--- src/rtl/keypad_pkg.sv ---
// Shared types and key-code mapping for the 3x4 keypad scan encoder.
package keypad_pkg;

  typedef enum logic [1:0] {IDLE, DEB_PRESS, HELD, DEB_RELEASE} kp_state_e;

  typedef enum logic [1:0] {NONE, SINGLE, MULTI} scan_res_e;

  localparam logic [3:0] KEY_STAR = 4'hA;
  localparam logic [3:0] KEY_HASH = 4'hB;

  typedef struct packed {
    scan_res_e  res;
    logic [3:0] code;
  } scan_rsp_t;

  // Phone layout: rows 0..2 hold 1..9, bottom row is '*', '0', '#'.
  function automatic logic [3:0] key_code(input logic [1:0] row, input logic [1:0] col);
    if (row == 2'd3) begin
      case (col)
        2'd0:    return KEY_STAR;
        2'd1:    return 4'h0;
        default: return KEY_HASH;
      endcase
    end
    return ({2'b00, row} * 4'd3) + {2'b00, col} + 4'd1;
  endfunction

endpackage

--- src/rtl/keypad_row_scanner.sv ---
// Drives keypad rows one-hot, samples columns at the end of each row dwell and
// reports a per-scan NONE/SINGLE/MULTI result with a one-cycle valid strobe.
module keypad_row_scanner
  import keypad_pkg::*;
#(
  parameter int ROW_DWELL = 100000
) (
  input  logic       CLK,
  input  logic       RESET,
  input  logic [2:0] COLS,
  output logic [3:0] ROWS,
  output logic       scan_vld,
  output scan_rsp_t  scan_rsp
);

  localparam int              DCW        = $clog2(ROW_DWELL);
  localparam logic [DCW-1:0]  DWELL_LAST = DCW'(ROW_DWELL - 1);

  logic [1:0]     row_idx;
  logic [DCW-1:0] dwell_cnt;
  logic [1:0]     acc_cnt;
  logic [3:0]     acc_code;

  logic       sample;
  logic [1:0] row_cnt;
  logic [3:0] row_code;
  logic [2:0] sum_cnt;
  logic [1:0] tot_cnt;
  logic [3:0] tot_code;

  assign sample = (dwell_cnt == DWELL_LAST);
  assign ROWS   = 4'b0001 << row_idx;

  // Key count saturates at 2; only "none / one / more" matters downstream.
  always_comb begin
    row_cnt  = '0;
    row_code = '0;
    for (int c = 0; c < 3; c++) begin
      if (COLS[c]) begin
        row_cnt  = row_cnt + 2'd1;
        row_code = key_code(row_idx, 2'(c));
      end
    end
    sum_cnt  = {1'b0, acc_cnt} + {1'b0, row_cnt};
    tot_cnt  = (sum_cnt >= 3'd2) ? 2'd2 : sum_cnt[1:0];
    tot_code = (row_cnt != 2'd0) ? row_code : acc_code;
  end

  assign scan_vld      = sample && (row_idx == 2'd3);
  assign scan_rsp.code = tot_code;
  assign scan_rsp.res  = (tot_cnt == 2'd0) ? NONE :
                         (tot_cnt == 2'd1) ? SINGLE : MULTI;

  always_ff @(posedge CLK) begin
    if (RESET) begin
      row_idx   <= '0;
      dwell_cnt <= '0;
      acc_cnt   <= '0;
      acc_code  <= '0;
    end else if (sample) begin
      dwell_cnt <= '0;
      row_idx   <= row_idx + 2'd1;
      if (row_idx == 2'd3) begin
        acc_cnt  <= '0;
        acc_code <= '0;
      end else begin
        acc_cnt  <= tot_cnt;
        acc_code <= tot_code;
      end
    end else begin
      dwell_cnt <= dwell_cnt + DCW'(1);
    end
  end

endmodule

--- src/rtl/keypad_scan_encoder.sv ---
// Keypad front end: debounces per-scan results into accepted key codes and
// raises a fixed-width interrupt pulse for each accepted press.
module keypad_scan_encoder
  import keypad_pkg::*;
#(
  parameter int ROW_DWELL      = 100000,
  parameter int DEBOUNCE_SCANS = 4,
  parameter int INT_WIDTH      = 4
) (
  input  logic       CLK,
  input  logic       RESET,
  input  logic [2:0] COLS,
  output logic [3:0] ROWS,
  output logic [3:0] DATA,
  output logic       KEY_VALID,
  output logic       INTERRUPT
);

  localparam int             DBW      = $clog2(DEBOUNCE_SCANS + 1);
  localparam int             IW       = $clog2(INT_WIDTH + 1);
  localparam logic [DBW-1:0] DEB_LAST = DBW'(DEBOUNCE_SCANS - 1);

  logic      scan_vld;
  scan_rsp_t scan_rsp;

  kp_state_e      state, state_nxt;
  logic [3:0]     cand, cand_nxt;
  logic [DBW-1:0] deb_cnt, cnt_nxt;
  logic           accept;
  logic [IW-1:0]  int_cnt;

  keypad_row_scanner #(.ROW_DWELL(ROW_DWELL)) u_scanner (
    .CLK      (CLK),
    .RESET    (RESET),
    .COLS     (COLS),
    .ROWS     (ROWS),
    .scan_vld (scan_vld),
    .scan_rsp (scan_rsp)
  );

  always_ff @(posedge CLK) begin
    if (RESET) begin
      state   <= IDLE;
      cand    <= '0;
      deb_cnt <= '0;
    end else begin
      state   <= state_nxt;
      cand    <= cand_nxt;
      deb_cnt <= cnt_nxt;
    end
  end

  // The FSM only moves on scan-result cycles; all other cycles hold.
  always_comb begin
    state_nxt = state;
    cand_nxt  = cand;
    cnt_nxt   = deb_cnt;
    accept    = 1'b0;
    if (scan_vld) begin
      case (state)
        IDLE: begin
          if (scan_rsp.res == SINGLE) begin
            cand_nxt = scan_rsp.code;
            if (DEBOUNCE_SCANS == 1) begin
              accept    = 1'b1;
              state_nxt = HELD;
            end else begin
              cnt_nxt   = DBW'(1);
              state_nxt = DEB_PRESS;
            end
          end
        end
        DEB_PRESS: begin
          if (scan_rsp.res == SINGLE) begin
            if (scan_rsp.code == cand) begin
              if (deb_cnt == DEB_LAST) begin
                accept    = 1'b1;
                state_nxt = HELD;
              end else begin
                cnt_nxt = deb_cnt + DBW'(1);
              end
            end else begin
              cand_nxt = scan_rsp.code;
              cnt_nxt  = DBW'(1);
            end
          end else begin
            state_nxt = IDLE;
          end
        end
        HELD: begin
          if (scan_rsp.res == NONE) begin
            if (DEBOUNCE_SCANS == 1) begin
              state_nxt = IDLE;
            end else begin
              cnt_nxt   = DBW'(1);
              state_nxt = DEB_RELEASE;
            end
          end
        end
        DEB_RELEASE: begin
          if (scan_rsp.res == NONE) begin
            if (deb_cnt == DEB_LAST) state_nxt = IDLE;
            else                     cnt_nxt   = deb_cnt + DBW'(1);
          end else begin
            state_nxt = HELD;
          end
        end
        default: state_nxt = IDLE;
      endcase
    end
  end

  always_ff @(posedge CLK) begin
    if (RESET) begin
      DATA      <= '0;
      KEY_VALID <= 1'b0;
      int_cnt   <= '0;
    end else begin
      if (accept) begin
        DATA      <= cand_nxt;
        KEY_VALID <= 1'b1;
      end
      if (accept)              int_cnt <= IW'(INT_WIDTH);
      else if (int_cnt != '0)  int_cnt <= int_cnt - IW'(1);
    end
  end

  assign INTERRUPT = (int_cnt != '0);

endmodule

--- config.mk ---
export PLATFORM = sky130hd
export DESIGN_NAME = keypad_scan_encoder
export DESIGN_NICKNAME = d
export VERILOG_FILES = /design/src/rtl/keypad_pkg.sv /design/src/rtl/keypad_row_scanner.sv /design/src/rtl/keypad_scan_encoder.sv
export SDC_FILE = /design/constraint.sdc
export NUM_CORES = 1
export LEC_CHECK = 0
export BUFFER_PORTS_ARGS = -buffer_cell sky130_fd_sc_hd__buf_4
export CAP_MARGIN = 20
export CORE_MARGIN = 2
export CORE_UTILIZATION = 35
export DETAILED_ROUTE_END_ITERATION = 8
export PLACE_DENSITY = 0.63
export SLEW_MARGIN = 0
export SYNTH_ARGS = -nofsm -noshare
export SYNTH_HDL_FRONTEND = slang
export SYNTH_HIERARCHICAL = 1
export SYNTH_SLANG_ARGS = --single-unit
--- constraint.sdc ---
create_clock -name CLK -period 6.3 [get_ports CLK]
set_input_delay 0.63 -clock CLK [delete_from_list [all_inputs] [get_ports CLK]]
set_output_delay 0.63 -clock CLK [all_outputs]
set_load 0.01 [all_outputs]
==> out/metrics.cfg <==
[global_route]
grt_pass1_wl_um = 8020
track_usage_pct = 13.0
antenna_found_initial = 0
grt-ovfl-total = 0
grt_pass1_vias = 1792
grt_start_max_net_pins = 26

[synthesis]
synth-edff-count = 0
seq_area_frac_synth_pct = 34.7
synth_area_per_cell_um2 = 9.19
synth_fp_nets = 286
synth_cell_types = 52
ys_seq_elements = 42
syn_inst = 264
synth_warnings = 6
postSynth.asyncResetShare_pct = 0
syn-cell-area_mm2 = 0.00243
synth_top_flop_cell = dfxtp_1

[timing]
slew_viol_final = 0
rsz0062_at_grt = no
period_minus_slack_ns = 3.13
setup_viol_count_final = 0
final.period_utilization_pct = 49.7
tightest_slew_ns = 0.729
holdWs_ns = 0.468
fin_tns_setup_ns = 0
hold_violations = 0
max_freq_mhz = 319
maxSlewHeadroom_pct = 51.4
fin_skew_ns = 0.00761

[floorplan]
fp.dieW_um = 87.3
dieArea_mm2 = 0.00761
row_count = 30
core-area_mm2 = 0.00676
die_h_um = 87.3
start_util_pct = 35.9
ioPinCount = 15

[worst_setup_path]
crit_arrival_ns = 3.33
path_class = input port to register
crit_fanout = 10
critPathLaunchType = input port
rr_worst_depth = 7
critPathCaptureType = register
required_ns = 6.50

[clock_tree]
cts_sinks = 42
clkTransAtPathRegs_ns = 0.08
insertion_delay_ns = 0.30
cts_resized = 0
cts_tree = yes
cts_root_buf = clkbuf_8
clk_path_buf_depth = 2
cts_buffers = 5
cts_hold_buf = 0
cts.htree.levels = 2
post-cts-setup-buffers = 0

[place]
dp_hpwl_um = 3190
numPortBuffers = 14
routabilityCongestion = 0.808

[power]
p_leak_nw = 1.01
p_total_w = 0.000544
p_per_area_mw_per_mm2 = 205
peakVddDrop_v = 0.000112

[routing]
drc = 0
final_antenna_net_count = 0
avgRoutedWirePerCell_um = 12.4
via_per_inst = 5.20
drt_iter0_markers = 77
dr_total_vias = 1858
firstDrtPassIters = 4
drt-total-wl_um = 4430

[layout]
drive_gt1_share_pct = 16.2
fin_nets = 298
insertedDiodeCount = 0
final_common_cell = dfxtp_1
final_cell_mix = dfxtp_1, nor2_1, inv_1
syn2layout_area_growth_pct = 9.59

[hold_path]
worstHoldPathType = register to register
holdPathStages = 1

[run_status]
outcome = complete, no violations

[job]
drv_cap = 0

-- metal layers --
layer,track usage [%],wire length [um],vias to the layer above
met3,3.13,102,3
met4,3.64,26,0
met5,0,0,-
met2,21.9,2180,12
met1,16.5,2110,890
li1,-,-,953
-- metrics by stage --
stage | std cells | worst slack [ns] | util, % | area [um2]
2_1_floorplan | 264 | 3.22 | - | 2430
3_3_place_gp | 349 | 2.94 | 38.0 | 2570
3_5_place_dp | 349 | 2.87 | 38.0 | 2570
4_1_cts | 357 | 3.18 | 39.4 | 2660
5_1_grt | 357 | 2.92 | 39.4 | 2660
6_report | 357 | 3.17 | 39.4 | 2660
-- kinds of logic (layout without fill, tap and decap cells) --
group,count (synthesis),in the layout,synth area share (%)
AOI/OAI and AO/OA,42,42,11.3
adders and majority gates,17,17,9.08
muxes,9,9,3.82
DFF,42,42,34.7
xor gates and xnor gates,22,22,7.94
buffers and inverters,29,42,5.72
and+or+nand+nor,103,103,27.4
-- synthesized netlist by cell type (all sizes together), types with 2 or more instances --
master / instances / area share [%]
dfxtp: 42 / 35
nor2: 32 / 6.3
inv: 20 / 3.1
ha: 16 / 8.3
xor2: 16 / 5.8
a21oi: 13 / 2.7
nand2: 10 / 1.5
nand3: 10 / 2.1
nand4: 9 / 2.3
o21ai: 9 / 1.9
nor3: 8 / 1.7
mux2i: 7 / 2.9
xnor2: 6 / 2.2
and2: 5 / 1.3
buf: 5 / 2.0
nor4: 5 / 2.5
and4: 4 / 1.4
clkbuf: 4 / 0.62
o32ai: 4 / 1.4
a211oi: 3 / 0.93
nand2b: 3 / 0.77
nand3b: 3 / 0.93
or4b: 3 / 1.5
a41oi: 2 / 0.72
mux2: 2 / 0.93
nand4b: 2 / 1.3
nor2b: 2 / 0.52
o211ai: 2 / 0.62
o21a: 2 / 0.62
o31ai: 2 / 0.62
or4: 2 / 0.83
-- worst paths after layout --
path                            slack, ns                     from         end
worst min register to register       0.47                KEY_VALID   KEY_VALID
worst max-delay path                 3.17                  COLS[1]  deb_cnt[0]
worst min-delay path                 0.47                KEY_VALID   KEY_VALID
worst max register to register       3.31  u_scanner/dwell_cnt[13]     DATA[0]
-- power breakdown --
group	internal, W	leakage, nW	switching, W
sequential	0.000272	0.339	0.00000481
clock	0.0000885	0.0482	0.0000944
combinational	0.0000351	0.621	0.0000488
total	0.000396	1.01	0.000148
-- critical path, stage by stage --
cell and delay, ns:
buf_4 0.12, inv_1 0.06, ha_1 0.34, xor2_1 0.16, ha_1 0.16, inv_1 0.05
fa_1 0.51, and3_1 0.36, xnor2_1 0.10, nor3b_1 0.48, a21oi_1 0.13, o221a_2 0.25
-- registers in the layout, indices dropped and copies added (netlist names) --
signal,count
deb_cnt,3
state,2
DATA,4
u_scanner/dwell_cnt,17
u_scanner/acc_code,4
KEY_VALID,1
cand,4
u_scanner/acc_cnt,2
int_cnt,3
u_scanner/row_idx,2
-- area by class of cell --
type                            count  area, um2
Multi-Input combinational cell    193       1450
Clock inverter                      1       5.00
Inverter                           20       75.1
Sequential cell                    42        841
Tap cell                           80        100
Timing Repair Buffer               14        105
Clock buffer                        7       86.3
Fill cell                         690       4100
No activity file was read; power rests on OpenSTA's default activity.
